File: config.mk
export PLATFORM = sky130hd
export DESIGN_NAME = alu_serial_seq
export DESIGN_NICKNAME = d
export VERILOG_FILES = /design/src/rtl/alu_serial_seq.sv
export SDC_FILE = /design/constraint.sdc
export NUM_CORES = 1
export LEC_CHECK = 0
export BUFFER_PORTS_ARGS = -buffer_cell sky130_fd_sc_hd__clkbuf_2
export CAP_MARGIN = 0
export CORE_MARGIN = 3
export CORE_UTILIZATION = 45
export DETAILED_ROUTE_END_ITERATION = 10
export PLACE_DENSITY = 0.68
export SLEW_MARGIN = 20
export SYNTH_ARGS = -nofsm -noshare
export SYNTH_HDL_FRONTEND = slang
export SYNTH_SLANG_ARGS = --single-unit
File: constraint.sdc
create_clock -name CLK -period 1.9 [get_ports CLK]
set_input_delay 0 -clock CLK [delete_from_list [all_inputs] [get_ports CLK]]
set_output_delay 0 -clock CLK [all_outputs]
set_load 0.03 [all_outputs]
File: src/rtl/alu_serial_seq.sv
// Bit-serial sequencer driving a single 1-bit ALU slice over WIDTH cycles.
// Ports: CLK/Reset, Start/OpIn/AIn/BIn request, Alu* slice link, Busy/Done/Result/Cout/Overflow.
module alu_serial_seq #(
    parameter int WIDTH = 16
) (
    input  logic             CLK,
    input  logic             Reset,
    input  logic             Start,
    input  logic [2:0]       OpIn,
    input  logic [WIDTH-1:0] AIn,
    input  logic [WIDTH-1:0] BIn,
    output logic             AluA,
    output logic             AluB,
    output logic             AluCi,
    output logic [2:0]       AluOp,
    output logic             AluLess,
    input  logic             AluR,
    input  logic             AluCo,
    output logic             Busy,
    output logic             Done,
    output logic [WIDTH-1:0] Result,
    output logic             Cout,
    output logic             Overflow
);

    localparam int IW = (WIDTH > 2) ? $clog2(WIDTH) : 1;
    localparam logic [IW-1:0] LAST = IW'(WIDTH - 1);

    localparam logic [2:0] OP_ADD = 3'b100;
    localparam logic [2:0] OP_SUB = 3'b101;
    localparam logic [2:0] OP_SLT = 3'b111;

    typedef enum logic [1:0] {
        S_IDLE,
        S_RUN,
        S_SET,
        S_DONE
    } state_t;

    state_t state_q;
    state_t state_d;

    logic [WIDTH-1:0] a_r;
    logic [WIDTH-1:0] b_r;
    logic [2:0]       op_r;
    logic [IW-1:0]    idx;
    logic             carry;
    logic             sign;

    logic is_slt;
    logic is_addsub;
    logic is_arith;
    logic last;

    assign is_slt    = (op_r == OP_SLT);
    assign is_addsub = (op_r == OP_ADD) || (op_r == OP_SUB);
    assign is_arith  = is_addsub || is_slt;
    assign last      = (idx == LAST);

    always_ff @(posedge CLK) begin
        if (Reset) begin
            state_q <= S_IDLE;
        end else begin
            state_q <= state_d;
        end
    end

    always_comb begin
        state_d = state_q;
        unique case (state_q)
            S_IDLE: if (Start) state_d = S_RUN;
            S_RUN:  if (last) state_d = is_slt ? S_SET : S_DONE;
            S_SET:  state_d = S_DONE;
            S_DONE: state_d = S_IDLE;
            default: state_d = S_IDLE;
        endcase
    end

    // Slice drive: SLT runs its subtraction as a plain SUB, then the
    // SET cycle feeds the corrected sign back through the Less input.
    always_comb begin
        AluA    = 1'b0;
        AluB    = 1'b0;
        AluCi   = 1'b0;
        AluOp   = 3'b000;
        AluLess = 1'b0;
        Busy    = 1'b0;
        Done    = 1'b0;
        unique case (state_q)
            S_RUN: begin
                AluA  = a_r[idx];
                AluB  = b_r[idx];
                AluCi = carry;
                AluOp = is_slt ? OP_SUB : op_r;
                Busy  = 1'b1;
            end
            S_SET: begin
                AluA    = a_r[0];
                AluB    = b_r[0];
                AluCi   = 1'b1;
                AluOp   = OP_SLT;
                AluLess = sign ^ Overflow;
                Busy    = 1'b1;
            end
            S_DONE: Done = 1'b1;
            default: ;
        endcase
    end

    always_ff @(posedge CLK) begin
        if (Reset) begin
            a_r      <= '0;
            b_r      <= '0;
            op_r     <= '0;
            idx      <= '0;
            carry    <= 1'b0;
            sign     <= 1'b0;
            Result   <= '0;
            Cout     <= 1'b0;
            Overflow <= 1'b0;
        end else begin
            unique case (state_q)
                S_IDLE: begin
                    if (Start) begin
                        a_r      <= AIn;
                        b_r      <= BIn;
                        op_r     <= OpIn;
                        idx      <= '0;
                        carry    <= (OpIn == OP_SUB) || (OpIn == OP_SLT);
                        sign     <= 1'b0;
                        Result   <= '0;
                        Cout     <= 1'b0;
                        Overflow <= 1'b0;
                    end
                end
                S_RUN: begin
                    if (!is_slt) Result[idx] <= AluR;
                    carry <= AluCo;
                    if (!last) begin
                        idx <= idx + 1'b1;
                    end else begin
                        // Signed overflow: carry into MSB differs from carry out.
                        Overflow <= is_arith && (carry ^ AluCo);
                        Cout     <= is_addsub && AluCo;
                        sign     <= AluR;
                    end
                end
                S_SET: begin
                    Result <= {{(WIDTH-1){1'b0}}, AluR};
                end
                default: ;
            endcase
        end
    end

endmodule

==> results of run 1 <==
[stage by stage]
step / cell area [um2] / power (mW) / hold slack, ns / cells / utilization
5_1_grt: 4150 / 5.35 / 0.0882 / 573 / 0.642
2_1_floorplan: 3040 / 3.04 / 0.136 / 383 / -
4_1_cts: 4120 / 5.01 / 0.0463 / 571 / 0.638
3_3_place_gp: 3510 / 3.53 / 0.223 / 519 / 0.543
6_report: 4150 / 5.05 / 0.0576 / 573 / 0.642
3_5_place_dp: 3510 / 3.58 / 0.228 / 519 / 0.543
[placed cells by master, fill, tap and decap left out, types with 3 or more instances in the layout]
cell | synthesis | final
a21oi_1 | 69 | 69
a22oi_1 | 6 | 6
a31oi_1 | 3 | 3
and2_1 | 4 | 4
and3_1 | 7 | 7
buf_4 | 4 | 20
clkbuf_2 | 1 | 64
clkbuf_8 | 0 | 9
dfxtp_1 | 61 | 59
dlygate4sd3_1 | 0 | 36
ha_1 | 9 | 7
inv_1 | 7 | 5
mux2i_1 | 19 | 19
nand2_1 | 79 | 79
nand3_1 | 20 | 20
nand4_1 | 12 | 12
nor2_1 | 11 | 10
nor2b_1 | 6 | 6
o21ai_0 | 11 | 11
o21ai_1 | 5 | 5
xor2_1 | 3 | 3
[per-layer routing]
metal  vias to the layer above  GRT usage
li1                       1554          -
met1                      1438      0.291
met3                        14     0.0423
met2                        93      0.366
met4                         0     0.0893
met5                         -          0
[logic make-up after synthesis]
family	Yosys count	synth area share
adder cells (fa/ha/maj)	9	0.0370
multiplexers	20	0.0663
AO/OA/AOI/OAI	107	0.203
buffers and inverters	35	0.0551
flip-flops	61	0.402
AND/OR/NAND/NOR	148	0.228
XOR/XNOR	3	0.00864
[timing repair]
action                                  4_1_cts  5_1_grt
cloned                                        0        0
pin swaps                                     0        1
buffers inserted                              0        2
endpoints found under the setup margin        3        2
hold endpoints to repair                     36        0
gates resized for setup                       6        6
hold buffers                                 36        0
[final timing paths]
path	from	cells after the start	endpoint	slack, ns
setup / recovery	state_q[1]	7	AluB	0.13
hold / removal	AluCo	3	carry	0.06
setup reg to reg	state_q[1]	7	Overflow	0.30
hold reg to reg	b_r[5]	2	b_r[5]	0.46
[layout make-up]
class	instances	area share
Timing Repair Buffer	125	0.216
Clock inverter	7	0.0238
Sequential cell	61	0.295
Clock buffer	9	0.0299
Inverter	7	0.00634
Multi-Input combinational cell	287	0.405
Tap cell	77	0.0232
[state kept, by name, indices dropped and copies added, names as in the netlist]
| register | count |
|---|---|
| Result | 16 |
| sign | 1 |
| op_r | 3 |
| state_q | 2 |
| Overflow | 1 |
| Cout | 1 |
| idx | 4 |
| carry | 1 |
| b_r | 16 |
| a_r | 16 |
[power breakdown]
part           internal (mW)  leakage [nW]  total [mW]  switching (mW)
sequential              1.47         0.498        1.60           0.126
clock                  0.744         0.110        1.30           0.555
combinational          0.884          1.12        2.16            1.27
total                   3.10          1.72        5.05            1.95
[worst reg2reg max path, stage by stage, from the launching register on]
cell      delay [ns]
dfxtp_1         0.35
inv_2           0.08
ha_4            0.19
buf_4           0.15
mux2_2          0.30
a21boi_2        0.19
mux2i_1         0.15
nor2_1          0.05
==> run_results.csv, run 1 <==
group,metric,value,unit
yosys,avgSynthCellArea,7.94,um2
routing,dr_wl_met3,449,um
yosys,netlist.area_leader.share,0.402,
global_routing,track_usage,0.224,
timing,finalSetupViolations,0,
routing,vias,3099,
routing,drcViolationCount,0,
critical_path,required,1.90,ns
placed_design,numPortBuffers,66,
routing,top_layer_used,"met4",
yosys,synthTopCellsByCount,"nand2_1 (79), a21oi_1 (69), dfxtp_1 (61)",
timing,max_freq,564,MHz
cts,clk_latency,0.35,ns
yosys,ys_types,43,
routing,wl_met1,3.67,mm
yosys,yosysTopAreaCell,"dfxtp_1",
timing,worst_pin_slew,0.774,ns
floorplanning,die_area,7780,um2
yosys,synthesis.nets,432,
critical_path,crit_chain,"inv_2, ha_4, buf_4, and3_1, nand4_1, nand3_1, clkbuf_4",
yosys,synth.most_common_cell,"nand2_1",
cts,ctsHtreeMaxLevel,3,
finish,final_nets,540,
yosys,synth_cells,383,
cts,path_clk_slew,0.07,ns
timing,finalWorstSetupSlack,0.128,ns
global_routing,grt_pass1_wl,13.7,mm
pwr,p_leak,1.72,nW
yosys,yosysSeqAreaShare,0.402,
cts,cts_sinks,61,
finish,antenna_cells,0,
worst_hold_path,min_path_type,"in -> reg",
routing,wl_met2,3.96,mm
global_routing,grt_max_degree,36,
critical_path,crit_path_top_delay_cell,"dfxtp_1",
timing,fin_skew,0.00742,ns
critical_path,arrival,1.77,ns
yosys,synth_seq_cells,61,
finish,fill_cells,550,
placed_design,place_congestion,0.874,
timing,slew_violations,0,
floorplanning,io_pins,67,
yosys,ys_async_sr_fraction,0,
global_routing,antenna_found_initial,0,
timing,slew-limit-headroom,0.484,
cts,root_buffer,"clkbuf_8",
routing,drtPass1Iterations,4,
yosys,synth_edf_count,0,
global_routing,grt_pass1_vias,2951,
timing,finalHoldViolCount,0,
yosys,synthFlopType,"dfxtp_1",
floorplanning,start_util,0.471,
yosys,syn_area,3040,um2
routing,ant_nets,0,
critical_path,critPathKind,"reg -> out",
critical_path,cp-end-kind,"output port",
outcome,run_status,"finished clean",
routing,drt-total-wl,8.24,mm
flow_run,max_cap_violations,0,
floorplanning,design.core.area,6460,um2
critical_path,critical_path_buf_inv_count,3,
critical_path,critPathLaunchType,"register",
placed_design,place_hpwl,5.38,mm
cts,cts_buffers,9,
routing,wl_per_cell,14.4,um
finish,multi_input_comb_area,1680,um2
floorplanning,row_count,29,
finish,area.growth.synth_to_final,36.3,%
cts,cts_tree,"yes",
yosys,yosys_warnings,0,
cts,clockBufferDepth,2,
critical_path,cp_top_family,"buffers and inverters",
placed_design,dp_slack,0.172,ns
finish,seqCellArea,1220,um2
global_routing,overflow,0,
pwr,power-per-cell-area,1220,nW/um2
timing,tns,0,ns
critical_path,critPathMaxFanout,6,
timing,rsz0062_at_grt,"no",
timing,layout_min_cycle_time,1.77,ns
finish,drive_gt1_frac,0.244,
pwr,vdd_drop_max,0.716,mV
floorplanning,die-height,88.2,um
critical_path,slowest_delay,0.33,ns
yosys,ys_top_cells_by_area,"dfxtp_1 (40%), a21oi_1 (11%), nand2_1 (9.8%), mux2i_1 (6.3%), ha_1 (3.7%)",
routing,drt_iter0_drc,177,
floorplanning,die_w,88.2,um
timing,period_share,0.933,
routing,vias_per_cell,5.41,
(Power assumes the default switching activity.)
==> inputs of run 2 (changes only) <==
--- a/config.mk
+++ b/config.mk
@@ -9,7 +9,10 @@
 export CAP_MARGIN = 0
 export CORE_MARGIN = 3
 export CORE_UTILIZATION = 45
+export CTS_BUF_LIST = sky130_fd_sc_hd__clkbuf_16
+export CTS_CLUSTER_SIZE = 12
 export DETAILED_ROUTE_END_ITERATION = 10
+export HOLD_SLACK_MARGIN = 0.1
 export PLACE_DENSITY = 0.68
 export SLEW_MARGIN = 20
 export SYNTH_ARGS = -nofsm -noshare
==> run 2 against run 1 <==
Effect of this change:
- via count increased by 0.26%
- power up 8.4%
- combinational power shrank 2%
- sequential share of layout area shrank 0.64 points
- die area unchanged
- routed wire length is 1.3% higher
- critical path depth grew 1
- count of clock-buffer cells in the layout unchanged
- non-clock buffer count shrank 1
- clock skew down 0.0032 ns
- flip-flop and latch count unchanged
- largest power group unchanged
==> run_results.csv, run 2 (synthesis gave the netlist of run 1 again) <==
group,metric,value,unit
outcome,run_status,"finished clean",
timing,worst_pin_slew,0.793,ns
pwr,p_switching,1.99,mW
pwr,totalPowerFinal,5.47,mW
critical_path,cp-end-kind,"output port",
cts,clk_latency,0.33,ns
finish,drive_gt1_frac,0.234,
cts,cts_sinks,61,
routing,drt_iter0_drc,166,
routing,drtPass1Iterations,4,
finish,area.growth.synth_to_final,39.1,%
cts,clockBufferDepth,2,
critical_path,reg2reg_to,"Result[14]",
placed_design,place_congestion,0.874,
floorplanning,start_util,0.471,
finish,top_regs,"Result x16, a_r x16, b_r x16",
global_routing,overflow,0,
routing,drt-total-wl,8.34,mm
timing,tns,0,ns
critical_path,crit_end,"AluA",
floorplanning,design.core.area,6460,um2
timing,finalSetupViolations,0,
global_routing,grt_pass1_vias,3010,
critical_path,rrSetupSlack,0.29,ns
pwr,vdd_drop_max,0.629,mV
routing,vias,3107,
timing,period_share,0.950,
critical_path,slowest_delay,0.32,ns
pwr,p_leak,1.76,nW
finish,final_cell_mix,"nand2_1 (79), a21oi_1 (69), clkbuf_2 (65), dfxtp_1 (61), dlygate4sd3_1 (37)",
worst_hold_path,min_path_type,"in -> reg",
worst_hold_path,min_from,"Start",
critical_path,reg2reg_from,"state_q[0]",
critical_path,cp_common_cell,"nand3_1",
critical_path,crit_chain,"inv_2, ha_4, buf_4, nand2_2, nor2_1, nand3_1, nand3_1, clkbuf_2",
finish,antenna_cells,0,
cts,root_buffer,"clkbuf_16",
timing,rsz0062_at_grt,"no",
cts,cts_buffers,9,
timing,timing.hold.ws,0.155,ns
floorplanning,die_w,88.2,um
pwr,p_clk_frac,0.321,
global_routing,grt_pass1_wl,14.0,mm
critical_path,crit_path_top_delay_cell,"dfxtp_1",
routing,wl_per_cell,14.6,um
finish,final_nets,539,
floorplanning,die-height,88.2,um
flow_run,max_cap_violations,0,
placed_design,place_hpwl,5.38,mm
critical_path,critPathMaxFanout,11,
floorplanning,io_pins,67,
cts,path_clk_slew,0.05,ns
critical_path,critPathKind,"reg -> out",
pwr,power_frac_comb,0.388,
timing,layout_min_cycle_time,1.80,ns
pwr,power-per-cell-area,1290,nW/um2
critical_path,critPathLaunch,"state_q[1]",
critical_path,required,1.90,ns
routing,vias_per_cell,5.43,
cts,cts_tree,"yes",
placed_design,numPortBuffers,66,
pwr,intPower,3.48,mW
timing,fin_skew,0.00423,ns
global_routing,track_usage,0.229,
timing,max_freq,554,MHz
global_routing,grt_max_degree,36,
finish,fill_cells,530,
timing,slew-limit-headroom,0.471,
routing,ant_nets,0,
pwr,seqPwrFrac,0.292,
critical_path,arrival,1.80,ns
cts,ctsHtreeMaxLevel,3,
routing,drcViolationCount,0,
placed_design,dp_slack,0.172,ns
pwr,swShare,0.364,
global_routing,antenna_found_initial,0,
timing,finalHoldViolCount,0,
critical_path,critPathLaunchType,"register",
timing,slew_violations,0,
critical_path,r2r_cells,6,
timing,finalWorstSetupSlack,0.0951,ns
floorplanning,row_count,29,
floorplanning,die_area,7780,um2
finish,final_common_cell,"nand2_1",
## run 2: changes by cell type in the layout (fill, tap and decap cells not counted), moves of 2 or more
cell / previous run / this run
dfxtp_2: 2 / 0
clkbuf_16: 0 / 9
clkbuf_4: 2 / 0
dfxtp_1: 59 / 61
clkbuf_8: 9 / 0
## run 2: layer usage
layer	track usage	share of wire	wire length (um)	vias to the layer above
li1	-	-	-	1559
met1	0.289	0.43	3560	1451
met2	0.386	0.50	4160	89
met3	0.0564	0.062	516	8
met4	0.0687	0.012	102	0
met5	0	0	0	-
## run 2: worst min-delay path by stage
stage | to | slack (ns) | cells past startpoint
2_1_floorplan | a_r[10] | 0.14 | 2
3_3_place_gp | b_r[7] | 0.22 | 3
3_5_place_dp | b_r[6] | 0.23 | 3
4_1_cts | sign | 0.15 | 4
5_1_grt | sign | 0.17 | 4
6_report | sign | 0.15 | 4
## run 2: cell type report
cell class / count / area (um2) / share of cell area
Clock buffer: 9 / 225 / 0.0533
Clock inverter: 7 / 98.8 / 0.0234
Inverter: 7 / 26.3 / 0.00621
Multi-Input combinational cell: 287 / 1680 / 0.397
Sequential cell: 61 / 1220 / 0.289
Tap cell: 77 / 96.3 / 0.0228
Timing Repair Buffer: 124 / 883 / 0.209
## run 2: power groups by stage
| stage | combinational (mW) | clock, mW | sequential, mW |
|---|---|---|---|
| floorplan | 1.44 | 0 | 1.60 |
| global placement | 1.92 | 0 | 1.60 |
| detailed placement | 1.97 | 0 | 1.61 |
| CTS | 2.11 | 1.78 | 1.59 |
| global route | 2.32 | 1.84 | 1.62 |
| finish | 2.12 | 1.75 | 1.60 |
## run 2: timing repair
item                                   4_1_cts  5_1_grt
setup endpoints to repair                    2        2
gates cloned                                 0        0
gates resized for setup                      4        3
pin swaps                                    0        1
setup buffers                                0        0
endpoints found under the hold margin       39        0
hold buffers                                37        0
## run 2: worst max-delay path, delay by kind of cell, from the launching register on
family                   cells  cell delay, ns
buffers and inverters        3            0.50
AND/OR/NAND/NOR              4            0.43
flip-flops                   1            0.32
adder cells (fa/ha/maj)      1            0.22
## run 2: stage by stage
stage                util  cells  area [um2]
detailed placement  0.543    519        3510
global placement    0.543    519        3510
finish              0.655    572        4230
global route        0.655    572        4230
floorplan               -    383        3040
CTS                 0.655    572        4230
==> inputs of run 3 (changes only) <==
==> constraint.sdc (replaced) <==
create_clock -name CLK -period 1.9 [get_ports CLK]
set_input_delay 0.19 -clock CLK [delete_from_list [all_inputs] [get_ports CLK]]
set_output_delay 0.19 -clock CLK [all_outputs]
set_load 0.03 [all_outputs]
==> run 3 against run 2 <==
Effect of this change:
- utilization down 0.60 points
- worst setup slack worse by 0.034 ns
- critical endpoint is now AluB
- final cell count down 1.7%
- clock power up 4%
- cell area down 0.92%
- clock skew down 0.00060 ns
- critical path type unchanged
- die area unchanged
- hold slack worse by 0.049 ns
- count of clock-buffer cells in the layout unchanged
- sequential share of layout area up 0.39 points
- maximum frequency down 1.9%
==> run_results.csv, run 3 (synthesis gave the netlist of run 1 again) <==
group,metric,value,unit
critical_path,cp-end-kind,"output port",
floorplanning,die-height,88.2,um
pwr,seqPwrFrac,0.287,
routing,drcViolationCount,0,
routing,drt-total-wl,8.20,mm
pwr,totalPowerFinal,5.64,mW
cts,ctsHtreeMaxLevel,3,
critical_path,critPathLaunchType,"register",
global_routing,grt_pass1_vias,2960,
global_routing,grt_pass1_wl,13.7,mm
floorplanning,io_pins,67,
timing,max_freq,544,MHz
cts,clockBufferDepth,2,
finish,top_regs,"Result x16, a_r x16, b_r x16",
pwr,p_clk_frac,0.323,
cts,path_clk_slew,0.05,ns
worst_hold_path,min_from,"AIn[14]",
critical_path,critPathKind,"reg -> out",
critical_path,arrival,1.65,ns
global_routing,overflow,0,
critical_path,critPathLaunch,"state_q[0]",
placed_design,place_hpwl,5.43,mm
timing,layout_min_cycle_time,1.84,ns
timing,slew_violations,0,
cts,cts_buffers,9,
critical_path,reg2reg_from,"state_q[1]",
cts,root_buffer,"clkbuf_16",
finish,drive_gt1_frac,0.254,
finish,final_nets,529,
timing,fin_skew,0.00363,ns
placed_design,numPortBuffers,66,
finish,final_common_cell,"nand2_1",
critical_path,crit_chain,"inv_2, ha_4, and3_4, nand4_1, nand3_2, clkbuf_4",
flow_run,max_cap_violations,0,
timing,rsz0062_at_grt,"yes",
pwr,intPower,3.65,mW
timing,slew-limit-headroom,0.630,
global_routing,grt_max_degree,36,
cts,clk_latency,0.32,ns
worst_hold_path,min_path_type,"in -> reg",
placed_design,place_congestion,0.823,
finish,layoutNonFillerInstCount,562,
routing,drt_iter0_drc,193,
finish,area.growth.synth_to_final,37.8,%
routing,vias,3067,
global_routing,track_usage,0.224,
routing,drtPass1Iterations,4,
critical_path,required,1.71,ns
floorplanning,design.core.area,6460,um2
pwr,p_switching,1.99,mW
finish,final_cell_mix,"nand2_1 (79), a21oi_1 (69), clkbuf_2 (63), dfxtp_1 (57), dlygate4sd3_1 (28)",
routing,vias_per_cell,5.46,
critical_path,critPathMaxFanout,5,
floorplanning,die_w,88.2,um
global_routing,antenna_found_initial,0,
timing,worst_pin_slew,0.553,ns
timing,period_share,0.968,
routing,wl_per_cell,14.6,um
pwr,power-per-cell-area,1350,nW/um2
cts,cts_tree,"yes",
critical_path,crit_path_top_delay_cell,"dfxtp_2",
placed_design,dpl.cell_count,513,
cts,cts_sinks,61,
timing,finalWorstSetupSlack,0.0610,ns
floorplanning,die_area,7780,um2
floorplanning,row_count,29,
timing,finalSetupViolations,0,
critical_path,slowest_delay,0.36,ns
pwr,power_frac_comb,0.390,
outcome,run_status,"finished clean",
pwr,p_leak,1.75,nW
routing,ant_nets,0,
pwr,vdd_drop_max,0.672,mV
floorplanning,start_util,0.471,
pwr,swShare,0.353,
finish,antenna_cells,0,
placed_design,dp_slack,0.155,ns
timing,finalHoldViolCount,0,
[run 3: area by class of cell]
class / count / area (um2)
Timing Repair Buffer: 114 / 805
Multi-Input combinational cell: 287 / 1700
Clock inverter: 7 / 106
Fill cell: 549 / 2270
Clock buffer: 9 / 225
Inverter: 7 / 26.3
Sequential cell: 61 / 1230
Tap cell: 77 / 96.3
[run 3: metrics by stage]
stage / setup TNS, ns / util / hold WS, ns / instance area, um2
5_1_grt: -0.0110 / 0.649 / 0.112 / 4190
4_1_cts: 0 / 0.640 / 0.101 / 4130
3_3_place_gp: 0 / 0.540 / 0.415 / 3490
3_5_place_dp: 0 / 0.540 / 0.418 / 3490
6_report: 0 / 0.649 / 0.106 / 4190
2_1_floorplan: 0 / - / 0.326 / 3060
[run 3: timing repair]
| item | in CTS | in global routing |
|---|---|---|
| gates resized for setup | 11 | 10 |
| pin swaps | 1 | 1 |
| buffers inserted | 1 | 4 |
| endpoints found under the hold margin | 28 | 0 |
| hold buffers | 28 | 0 |
| setup endpoints to repair | 6 | 3 |
[run 3: worst paths after layout]
| check | endpoint | slack, ns | cells past startpoint |
|---|---|---|---|
| worst max-delay path | AluB | 0.06 | 6 |
| worst min-delay path | a_r[14] | 0.11 | 3 |
| worst max register to register | Result[14] | 0.25 | 8 |
| worst min register to register | b_r[15] | 0.45 | 2 |
[run 3: worst max-delay path: cells and delay by family, from the launching register on]
family / cells / cell delay (ns)
and+or+nand+nor: 3 / 0.39
buffers and inverters: 2 / 0.28
DFF: 1 / 0.36
adders and majority gates: 1 / 0.30
[run 3: metal layers]
layer | part of all wire | vias up | global-route usage
li1 | - | 1527 | -
met1 | 0.44 | 1427 | 0.286
met2 | 0.49 | 104 | 0.366
met3 | 0.057 | 9 | 0.0442
met4 | 0.012 | 0 | 0.0989
met5 | 0 | - | 0
[run 3: power groups by stage]
stage	Clock, mW	Sequential, mW	Combinational, mW
finish	1.82	1.62	2.20
global route	1.92	1.64	2.41
CTS	1.86	1.61	2.12
detailed placement	0	1.62	2.00
global placement	0	1.61	1.97
floorplan	0	1.60	1.49
